===== src/rtl/mdu_pkg.sv =====
// Shared types and constants for the multiply/divide unit slice.
package mdu_pkg;

    typedef enum logic [1:0] {
        MUL    = 2'b00,
        MULH   = 2'b01,
        MULHSU = 2'b10,
        MULHU  = 2'b11
    } mul_op_e;

    typedef enum logic [1:0] {
        ST_IDLE  = 2'b00,
        ST_ISSUE = 2'b01,
        ST_WAIT  = 2'b10
    } msc_state_e;

    localparam int MUL_LATENCY = 18;

endpackage


===== src/rtl/rr_arbiter.sv =====
// Stateless round-robin pick: first eligible requester at or after rr_ptr_i, wrapping.
// Purely combinational; the caller owns the pointer register.
module rr_arbiter #(
    parameter int N  = 2,
    parameter int IW = 1
) (
    input  logic [N-1:0]  eligible_i,
    input  logic [IW-1:0] rr_ptr_i,
    output logic [N-1:0]  grant_o,
    output logic [IW-1:0] grant_idx_o,
    output logic          any_o
);

    logic [2*N-1:0] doubled;
    logic [N-1:0]   rotated;
    logic [IW:0]    sum;

    // Rotating a doubled copy puts the pointer's requester at bit 0.
    assign doubled = {eligible_i, eligible_i};
    assign rotated = N'(doubled >> rr_ptr_i);

    always_comb begin
        any_o = 1'b0;
        sum   = '0;
        for (int k = 0; k < N; k++) begin
            if (!any_o && rotated[k]) begin
                any_o = 1'b1;
                sum   = {1'b0, rr_ptr_i} + (IW+1)'(k);
            end
        end
        if (sum >= (IW+1)'(N)) begin
            sum = sum - (IW+1)'(N);
        end
        grant_idx_o = sum[IW-1:0];
        grant_o     = any_o ? (N'(1) << sum[IW-1:0]) : '0;
    end

endmodule


===== src/rtl/mul_share_ctrl.sv =====
// Shares one multiplier between NUM_REQ requesters: round-robin grant, operands held until the
// result is consumed, result and tag routed back to the owner, per-requester flush.
module mul_share_ctrl
    import mdu_pkg::*;
#(
    parameter int NUM_REQ = 2,
    parameter int TAG_W   = 5
) (
    input  logic                              clk,
    input  logic                              rst,
    input  logic [NUM_REQ-1:0]                req_valid,
    output logic [NUM_REQ-1:0]                req_ready,
    input  logic [NUM_REQ-1:0][1:0]           req_type,
    input  logic [NUM_REQ-1:0][31:0]          req_rs1,
    input  logic [NUM_REQ-1:0][31:0]          req_rs2,
    input  logic [NUM_REQ-1:0][TAG_W-1:0]     req_tag,
    input  logic [NUM_REQ-1:0]                req_flush,
    output logic [NUM_REQ-1:0]                resp_valid,
    input  logic [NUM_REQ-1:0]                resp_ready,
    output logic [31:0]                       resp_data,
    output logic [TAG_W-1:0]                  resp_tag,
    output logic                              mul_in_valid,
    output logic [1:0]                        mul_type,
    output logic [31:0]                       multiplicand,
    output logic [31:0]                       multiplier,
    output logic                              cpu_busy,
    input  logic [31:0]                       mul_out,
    input  logic                              mul_out_valid,
    input  logic                              mul_busy
);

    localparam int IW = $clog2(NUM_REQ);

    msc_state_e       state_q;
    logic [IW-1:0]    rr_ptr_q;
    logic [IW-1:0]    owner_q;
    logic             kill_q;
    mul_op_e          mul_type_q;
    logic [31:0]      rs1_q;
    logic [31:0]      rs2_q;
    logic [TAG_W-1:0] tag_q;

    logic [NUM_REQ-1:0] eligible;
    logic [NUM_REQ-1:0] arb_grant;
    logic [IW-1:0]      arb_idx;
    logic               arb_any;
    logic [IW-1:0]      next_ptr;
    logic               in_idle;
    logic               in_issue;
    logic               in_wait;
    logic               owner_flush;
    logic               op_done;

    // Flush beats valid so a requester being killed can never be granted.
    assign eligible = req_valid & ~req_flush;

    rr_arbiter #(
        .N  (NUM_REQ),
        .IW (IW)
    ) u_arb (
        .eligible_i  (eligible),
        .rr_ptr_i    (rr_ptr_q),
        .grant_o     (arb_grant),
        .grant_idx_o (arb_idx),
        .any_o       (arb_any)
    );

    assign next_ptr    = (int'(arb_idx) == NUM_REQ - 1) ? '0 : arb_idx + IW'(1);
    assign in_idle     = (state_q == ST_IDLE);
    assign in_issue    = (state_q == ST_ISSUE);
    assign in_wait     = (state_q == ST_WAIT);
    assign owner_flush = req_flush[owner_q];

    // Result leaves the multiplier when the owner takes it or it is being discarded.
    assign op_done = in_wait & mul_out_valid & (kill_q | owner_flush | resp_ready[owner_q]);

    assign req_ready    = (in_idle && !rst) ? arb_grant : '0;
    assign mul_in_valid = in_issue & ~owner_flush & ~mul_busy;
    assign cpu_busy     = in_wait & ~op_done;
    assign mul_type     = mul_type_q;
    assign multiplicand = rs1_q;
    assign multiplier   = rs2_q;
    assign resp_data    = mul_out;
    assign resp_tag     = tag_q;

    always_comb begin
        resp_valid          = '0;
        resp_valid[owner_q] = in_wait & mul_out_valid & ~kill_q & ~owner_flush;
    end

    always_ff @(posedge clk or posedge rst) begin
        if (rst) begin
            state_q    <= ST_IDLE;
            rr_ptr_q   <= '0;
            owner_q    <= '0;
            kill_q     <= 1'b0;
            mul_type_q <= MUL;
            rs1_q      <= '0;
            rs2_q      <= '0;
            tag_q      <= '0;
        end else begin
            case (state_q)
                ST_IDLE: begin
                    if (arb_any) begin
                        owner_q    <= arb_idx;
                        mul_type_q <= mul_op_e'(req_type[arb_idx]);
                        rs1_q      <= req_rs1[arb_idx];
                        rs2_q      <= req_rs2[arb_idx];
                        tag_q      <= req_tag[arb_idx];
                        rr_ptr_q   <= next_ptr;
                        state_q    <= ST_ISSUE;
                    end
                end
                ST_ISSUE: begin
                    if (owner_flush) begin
                        state_q <= ST_IDLE;
                    end else if (!mul_busy) begin
                        state_q <= ST_WAIT;
                    end
                end
                ST_WAIT: begin
                    // Kill stays set so a one-cycle flush still discards a later result.
                    if (owner_flush) begin
                        kill_q <= 1'b1;
                    end
                    if (op_done) begin
                        kill_q  <= 1'b0;
                        state_q <= ST_IDLE;
                    end
                end
                default: begin
                    state_q <= ST_IDLE;
                end
            endcase
        end
    end

endmodule


===== config.mk =====
export PLATFORM = sky130hd
export DESIGN_NAME = mul_share_ctrl
export DESIGN_NICKNAME = d
export VERILOG_FILES = /design/src/rtl/mdu_pkg.sv /design/src/rtl/rr_arbiter.sv /design/src/rtl/mul_share_ctrl.sv
export SDC_FILE = /design/constraint.sdc
export NUM_CORES = 1
export LEC_CHECK = 0
export CORE_MARGIN = 1
export CORE_UTILIZATION = 26
export DETAILED_ROUTE_END_ITERATION = 10
export GPL_TIMING_DRIVEN = 1
export PLACE_DENSITY = 0.68
export SETUP_SLACK_MARGIN = 0.2
export SKIP_LAST_GASP = 1
export SLEW_MARGIN = 15
export SYNTH_ARGS = -nofsm -noshare
export SYNTH_HDL_FRONTEND = slang
export SYNTH_SLANG_ARGS = --single-unit

===== constraint.sdc =====
create_clock -name clk -period 2.8 [get_ports clk]
set_input_delay 0.84 -clock clk [delete_from_list [all_inputs] [get_ports clk]]
set_output_delay 0.84 -clock clk [all_outputs]
set_load 0.01 [all_outputs]

---- After elaboration in Yosys (flattened, before gate mapping) ----
Index checks and enable logic that the tools add are counted.
storage, ports and cells
  bits in registers ....................... 76
  bits in latches ......................... 0
  memory bits (writable) .................. 0
  bits in read-only memories .............. 0
  input bits .............................. 184
  output and inout port bits .............. 109
  word-level logic and storage cells ...... 77
  memories kept ........................... 0
cells by class
  add/subtract/negate cells ............... 3
  multiply operators ...................... 0
  div/mod/pow operators ................... 0
  magnitude comparators ................... 4
  equality and inequality tests ........... 5
  shift-type cells ........................ 2
  mux-type cells .......................... 29
  bitwise logic cells ..................... 16
  reductions and logical operators ........ 10
operators with widths
  kind                 count
  $mux 32              4
  $mux 2               9
  $mux 1               12
  $mux 5               2
  $and 1x1->1          7
  $pmux 2 s3           1
  $and 2x2->2          2
  $lt 1x2->1 const B   2
  $not 1->1            4
  $reduce_and 2->1     2
  $shr 4x1->2          1
  $logic_and 1x1->1    3
  $ne 3x2->1 const B   1
  $reduce_and 3->1     1
  $add 1x1->2 const B  1
  $eq 2x1->1 const B   1
  $eq 2x2->1 const B   1
  $ge 2x2->1 const B   1
  $logic_not 1->1      2
  $logic_not 2->1      1
  $ne 2x1->1 const B   1
  $ne 2x2->1 const B   1
  $not 2->2            1
  $or 1x1->1           2
  other kinds (6)      6

---- Longest topological paths before layout ----
Gate-level depths: netlist of run 1.
  word-level depth ........................ 12
  gate-level depth with buffers ........... 6
  gate-level depth less buffers ........... 4

---- Cells and area by module ----
From an unflattened synthesis of run 1, not the netlist that was laid out.
second synthesis, totals
  cell total of the unflattened synthesis .. 377
  area, all modules ....................... 3832.4 sq um
modules (own cells, without submodules)
  module          times used  cells each  area each (sq um)  sequential area each (sq um)
  mul_share_ctrl  1           372         3799.9             1901.8
  rr_arbiter      1           5           32.5               0.0

---- Worst setup path before layout of run 1 ----
No wires, ideal clock.
  path type ............................... input -> output
  start ................................... input req_flush[0]
  end ..................................... output req_ready[0]
  data arrival time ....................... 1887 ps
  data required time ...................... 1960 ps
  path slack .............................. 73 ps
  stages .................................. 5
  path buffers ............................ 2
  path through ............................ or3b_1 > and2_1 > buf_6 > buf_6 > nor3_1
between the ends
  longest elaborated chain between the ends .. 12
  elaborated cells on any way between the ends .. 15
  classes of those cells .................. add/sub (1); order compare (1); shift (2); mux (7); bitwise (2); reduce/logical (2)
RTL lines
  item                                              line                                source
  start: declaration                                mul_share_ctrl.sv:17                input logic [NUM_REQ-1:0] req_flush,
  $not 2->2 *                                       mul_share_ctrl.sv:55                assign eligible = req_valid & ~req_flush;
  $and 2x2->2 *                                     mul_share_ctrl.sv:55
  $shr 4x1->2 *                                     rr_arbiter.sv:20                    assign rotated = N'(doubled >> rr_ptr_i);
  $mux 1                                            rr_arbiter.sv:26                    if (!any_o && rotated[k]) begin
  $logic_not 1->1                                   rr_arbiter.sv:26
  $logic_and 1x1->1                                 rr_arbiter.sv:26
  $mux 2                                            rr_arbiter.sv:26
  $ge 2x2->1 / $sub 1x1->1 (equally long branches)  rr_arbiter.sv:31, rr_arbiter.sv:32
  $mux 1                                            rr_arbiter.sv:31                    if (sum >= (IW+1)'(N)) begin
  $shl 1x1->2                                       rr_arbiter.sv:35                    grant_o = any_o ? (N'(1) << sum[IW-1:0]) : '0;
  $mux 2 *                                          rr_arbiter.sv:35
  $mux 2 *                                          mul_share_ctrl.sv:77                assign req_ready = (in_idle && !rst) ? arb_grant : '0;
  end: declaration                                  mul_share_ctrl.sv:12                output logic [NUM_REQ-1:0] req_ready,
Every way passes the cells marked *; elsewhere a longest branch is shown, timed or not.

---- Final worst setup path of run 1 ----
  start ................................... input req_valid[1]
  end ..................................... output req_ready[0]
between the ends
  longest elaborated chain between the ends .. 11
  elaborated cells on any way between the ends .. 14
  classes of those cells .................. add/sub (1); order compare (1); shift (2); mux (7); bitwise (1); reduce/logical (2)
RTL lines
  item                                              line                                source
  start: declaration                                mul_share_ctrl.sv:11                input logic [NUM_REQ-1:0] req_valid,
  $and 2x2->2 *                                     mul_share_ctrl.sv:55
  $shr 4x1->2 *                                     rr_arbiter.sv:20
  $mux 1                                            rr_arbiter.sv:26
  $logic_not 1->1                                   rr_arbiter.sv:26
  $logic_and 1x1->1                                 rr_arbiter.sv:26
  $mux 2                                            rr_arbiter.sv:26
  $ge 2x2->1 / $sub 1x1->1 (equally long branches)  rr_arbiter.sv:31, rr_arbiter.sv:32
  $mux 1                                            rr_arbiter.sv:31
  $shl 1x1->2                                       rr_arbiter.sv:35
  $mux 2 *                                          rr_arbiter.sv:35
  $mux 2 *                                          mul_share_ctrl.sv:77
Marked as above.

==> impl_metrics.csv, run 1 <==
group,metric,value,unit
placed_design,gp_congestion,0.7675,
timing,worst_pin_slew,806.9,ps
floorplanning,io_pins,293,
grt,track_usage,16.00,%
setup_path,cpPeakStageDelay,240,ps
grt,first_global_vias,3810,
detailed_routing,ant_nets,0,
setup_path,cp_slowest_cell,"dlygate4sd2_1",
power,power_density,896.3,mW/mm^2
detailed_routing,drt-total-wl,12.19,mm
setup_path,cp-end-kind,"output pin",
grt,grtUsageMet1,17.12,%
flow_run,cap_violations,0,
timing,relSlewSlack,46.21,%
setup_path,arrival,1770,ps
timing,fmax,383.2,MHz
timing,setup_slack,190.3,ps
timing,whs,527.4,ps
layout,final_cells,835,
layout,diodes,0,
clocking,cts-root-buf,"clkbuf_16",
clocking,numClockSinks,76,
setup_path,crit_type,"in2out",
detailed_routing,first_pass_iters,4,
run_status,outcome,"finished, final reports clean",
synthesis,ys_ff_latch,76,
grt,grt_busiest_layer,"met2",
layout,syn_to_final_growth,69.60,%
placed_design,port_buffers,228,
timing,finalSetupViolations,0,
placed_design,dp.cells,815,
synthesis,synth_area,0.003766,mm^2
detailed_routing,first_iter_violations,153,
placed_design,dp_slack,-664.8,ps
timing,fin_skew,6.848,ps
grt,overflow,0,
detailed_routing,via_count,3911,
setup_path,startpoint_type,"input pin",
grt,antenna_found_initial,0,
floorplanning,rows,43,
synthesis,netlist-cell-type-count,24,
setup_path,cp_cell_sequence,"dlygate4sd2_1 -> nor2b_1 -> buf_4 -> and2_4 -> nor3_2 -> buf_2",
synthesis,async_reset_ff_share,100.0,%
setup_path,critical-path-top-delay-family,"buffers and inverters",
power,vdd_drop_max,529.8,uV
timing,min_period,2610,ps
grt,grt_max_degree,77,
detailed_routing,avgRoutedWirePerCell,14.60,um
timing,drv_slew,0,
floorplanning,fp.dieW,122.4,um
setup_path,r2r_slack,820,ps
detailed_routing,drc,0,
detailed_routing,drt-vias-per-instance,4.684,
floorplanning,coreArea,0.01399,mm^2
setup_path,cp_data_required_time,1960,ps
clocking,clockBufferDepth,2,
floorplanning,die_h,122.4,um
clocking,numCtsBuffers,9,
setup_path,cp_max_fo,4,
synthesis,synthCells,455,
clocking,clock_latency,330,ps
timing,hold_violations,0,
placed_design,post-dp-hpwl,8.349,mm
synthesis,synthFlopType,"dfrtp_1",
grt,globalRouteMet2Util,27.77,%
layout,final_core_util,45.66,%
timing,fin_crit_sh,93.20,%
clocking,cts_tree,"built",
layout,drive_above_1_share,9.008,%
synthesis,syn-num-nets,639,
setup_path,critPathBufInv,3,
clocking,path_clk_slew,60,ps
layout,nets,835,
clocking,cts_max_level,3,
clocking,ctsHoldBuffers,0,
worst_hold_path,hold_path.class,"reg2reg",
power,leakage,2.727,nW
grt,grt_pass1_wl,18.44,mm
floorplanning,start_util,26.92,%
synthesis,synth_warnings,0,
floorplanning,die-area,0.01497,mm^2
grt,use_met3,5.065,%
power,power,5.725,mW
synthesis,yosysSeqAreaShare,50.50,%
timing,rsz0062_at_grt,"true",
synthesis,avgSynthCellArea,8.277,um^2
synthesis,synth_enable_flop_cells,0,
-- through the flow --
stage,instance area (um^2),TNS (ps)
final,6387,0
after CTS,6381,0
after global placement,6006,-8456
after floorplan,3780,0
after detailed placement,6006,-14900
after global routing,6387,0
-- worst paths after layout --
check,start,to,cells after the start
worst max-delay path,req_valid[1],req_ready[0],6
worst min-delay path,multiplier[19],multiplier[19],2
worst max register to register,rr_ptr_q,multiplier[7],6
worst min register to register,multiplier[19],multiplier[19],2
max in group asynchronous,rst,multiplier[13],4
min in group asynchronous,rst,multiplicand[4],4
-- flip-flops by register name, summed over array words and instances, names as in the netlist --
| signal | count |
|---|---|
| kill_q | 1 |
| mul_type | 2 |
| multiplicand | 32 |
| multiplier | 32 |
| owner_q | 1 |
| resp_tag | 5 |
| rr_ptr_q | 1 |
| state_q | 2 |
-- power breakdown --
part / leakage [nW] / total (mW) / internal, mW / switching [mW]
Sequential: 0.845 / 1.92 / 1.61 / 0.307
Clock: 0.168 / 1.32 / 0.886 / 0.429
Combinational: 1.71 / 2.49 / 1.40 / 1.09
Total: 2.73 / 5.73 / 3.90 / 1.82
-- placed cells by master, fill, tap and decap left out, types with 2 or more instances in the layout --
master | netlist | routed
buf_2 | 15 | 9
clkinv_2 | 0 | 2
clkdlybuf4s50_1 | 0 | 214
a21oi_1 | 145 | 145
clkbuf_16 | 0 | 9
nor3_2 | 0 | 3
nand2_1 | 75 | 74
nor2b_1 | 3 | 2
bufinv_16 | 0 | 3
buf_4 | 32 | 17
nor2_1 | 75 | 75
buf_12 | 0 | 2
dlygate4sd2_1 | 0 | 3
dfrtp_1 | 76 | 76
-- repair_timing --
action	CTS	global route
pin swaps	5	3
setup endpoints to repair	62	5
setup buffers	4	1
gates resized for setup	52	3
-- layer usage --
metal | wire (um) | vias up
met1 | 4841 | 1834
met5 | 0 | -
li1 | - | 1866
met3 | 944 | 44
met4 | 456 | 0
met2 | 5947 | 167
-- synthesized netlist by cell type, types with 2 or more instances --
cell | number | area share, %
a21oi_1 | 145 | 19
and2_1 | 2 | 0.33
buf_1 | 4 | 0.40
buf_2 | 15 | 2.0
buf_4 | 32 | 6.4
buf_6 | 8 | 2.4
clkbuf_1 | 4 | 0.40
dfrtp_1 | 76 | 50
nand2_1 | 75 | 7.5
nor2_1 | 75 | 7.5
nor2b_1 | 3 | 0.50
nor3_1 | 3 | 0.40
o21ai_0 | 2 | 0.27
-- cell type report --
class	instances	area, um^2
multi-input combinational	315	1498
inverter	1	7.507
fill	1360	7601
tap	180	225.2
sequential	76	1902
clock inverter	5	100.1
clock buffer	10	239.0
timing repair buffer	248	2416
-- cell families after synthesis --
group | count (synthesis) | synth area share, %
AND/OR/NAND/NOR | 162 | 16.98
buffers and inverters | 64 | 11.66
multiplexers | 1 | 0.2990
AO/OA/AOI/OAI | 152 | 20.56
flip-flops | 76 | 50.50
-- worst min-delay path: cells and delay by family, from the launching register on --
family / cells / cell delay [ps]
compound gates: 1 / 100
flops: 1 / 340
simple gates: 1 / 50
(Power assumes the default switching activity.)
==> run 2: changes to the inputs <==
--- a/config.mk
+++ b/config.mk
@@ -10,7 +10,9 @@
 export DETAILED_ROUTE_END_ITERATION = 10
 export GPL_TIMING_DRIVEN = 1
 export PLACE_DENSITY = 0.68
+export RECOVER_POWER = 100
 export SETUP_SLACK_MARGIN = 0.2
+export SKIP_CTS_REPAIR_TIMING = 1
 export SKIP_LAST_GASP = 1
 export SLEW_MARGIN = 15
 export SYNTH_ARGS = -nofsm -noshare
==> impl_metrics.csv, run 2 (synthesis gave the netlist of run 1 again) <==
group,metric,value,unit
layout,final_cells,831,
setup_path,cp-end-kind,"output pin",
floorplanning,rows,43,
setup_path,startpoint_type,"input pin",
detailed_routing,via_count,3874,
timing,worst_pin_slew,1385,ps
layout,syn_to_final_growth,68.54,%
detailed_routing,first_iter_violations,134,
detailed_routing,avgRoutedWirePerCell,14.50,um
timing,relSlewSlack,7.684,%
timing,rsz0062_at_grt,"true",
setup_path,cp_data_required_time,1960,ps
worst_hold_path,hold_path.class,"reg2reg",
timing,fin_crit_sh,94.49,%
timing,fin_skew,6.316,ps
layout,drive_above_1_share,7.680,%
setup_path,cp_max_fo,3,
floorplanning,die_h,122.4,um
floorplanning,start_util,26.92,%
power,leakage,2.667,nW
placed_design,gp_congestion,0.7675,
setup_path,arrival,1810,ps
setup_path,r2r_slack,620,ps
layout,nets,831,
clocking,path_clk_slew,60,ps
placed_design,port_buffers,228,
floorplanning,coreArea,0.01399,mm^2
grt,first_global_vias,3776,
power,power,5.491,mW
grt,antenna_found_initial,0,
placed_design,post-dp-hpwl,8.349,mm
grt,grt_pass1_wl,18.21,mm
grt,track_usage,15.78,%
layout,final_common_cell,"a21oi_1",
floorplanning,io_pins,293,
timing,hold_violations,0,
floorplanning,fp.dieW,122.4,um
detailed_routing,drt-vias-per-instance,4.662,
timing,finalSetupViolations,0,
timing,fmax,378.0,MHz
detailed_routing,first_pass_iters,4,
run_status,outcome,"finished, final reports clean",
power,power_density,865.1,mW/mm^2
placed_design,dp.cells,815,
grt,grt_max_degree,77,
grt,overflow,0,
clocking,cts-root-buf,"clkbuf_16",
clocking,cts_tree,"built",
clocking,numCtsBuffers,9,
layout,diodes,0,
clocking,numClockSinks,76,
clocking,clock_latency,330,ps
timing,drv_slew,0,
flow_run,cap_violations,0,
layout,layout_common_cells,"a21oi_1 (145), clkdlybuf4s50_1 (143), dfrtp_1 (76)",
detailed_routing,drt-total-wl,12.05,mm
clocking,clockBufferDepth,2,
floorplanning,die-area,0.01497,mm^2
power,vdd_drop_max,507.7,uV
placed_design,dpl_cell_area,0.006006,mm^2
detailed_routing,ant_nets,0,
layout,nFillCells,1359,
clocking,cts_max_level,3,
setup_path,crit_type,"in2out",
timing,min_period,2646,ps
layout,fin_area,0.006347,mm^2
detailed_routing,drc,0,
-- run 2: critical path: stages --
cell and delay, ps:
clkbuf_2 120, nand2b_4 150, o32a_1 150, o21ai_0 240, and2_1 170, buf_2 130
-- run 2: final cells by class --
class / instances / area (um^2) / share of cell area (%)
clock buffer: 10 / 239.0 / 3.765
inverter: 1 / 7.507 / 0.1183
clock inverter: 5 / 100.1 / 1.577
timing repair buffer: 244 / 2375 / 37.41
multi-input combinational: 315 / 1499 / 23.62
tap: 180 / 225.2 / 3.548
sequential: 76 / 1902 / 29.96
-- run 2: path summary, 6_finish.rpt --
| check | endpoint | start | depth (start not counted) |
|---|---|---|---|
| max in group asynchronous | owner_q | rst | 4 |
| max reg2reg | multiplicand[30] | rr_ptr_q | 5 |
| min in group asynchronous | multiplier[30] | rst | 4 |
| min reg2reg | multiplicand[6] | multiplicand[6] | 2 |
| min | multiplicand[6] | multiplicand[6] | 2 |
| max | cpu_busy | req_flush[1] | 6 |
-- run 2: layer usage --
metal / GRT usage (%) / up-vias / share of wire, %
li1: - / 1859 / -
met1: 17.03 / 1798 / 40
met2: 27.25 / 171 / 49
met3: 4.972 / 46 / 7.8
met4: 8.841 / 0 / 4.0
met5: 0 / - / 0
-- run 2: power breakdown --
part,switching (mW),internal (mW)
sequential,0.282,1.61
clock,0.427,0.886
combinational,1.08,1.20
-- run 2: metrics by stage --
| stage | hold slack, ps | util, % | TNS, ps | setup WS [ps] |
|---|---|---|---|---|
| 2_1_floorplan | 436.7 | - | 0 | 165.8 |
| 3_3_place_gp | 468.1 | 42.93 | -8456 | -600.2 |
| 3_5_place_dp | 488.8 | 42.93 | -14900 | -664.8 |
| 4_1_cts | 497.1 | 45.36 | -3125 | -671.8 |
| 5_1_grt | 547.7 | 45.38 | 0 | 74.32 |
| 6_report | 520.2 | 45.38 | 0 | 154.3 |
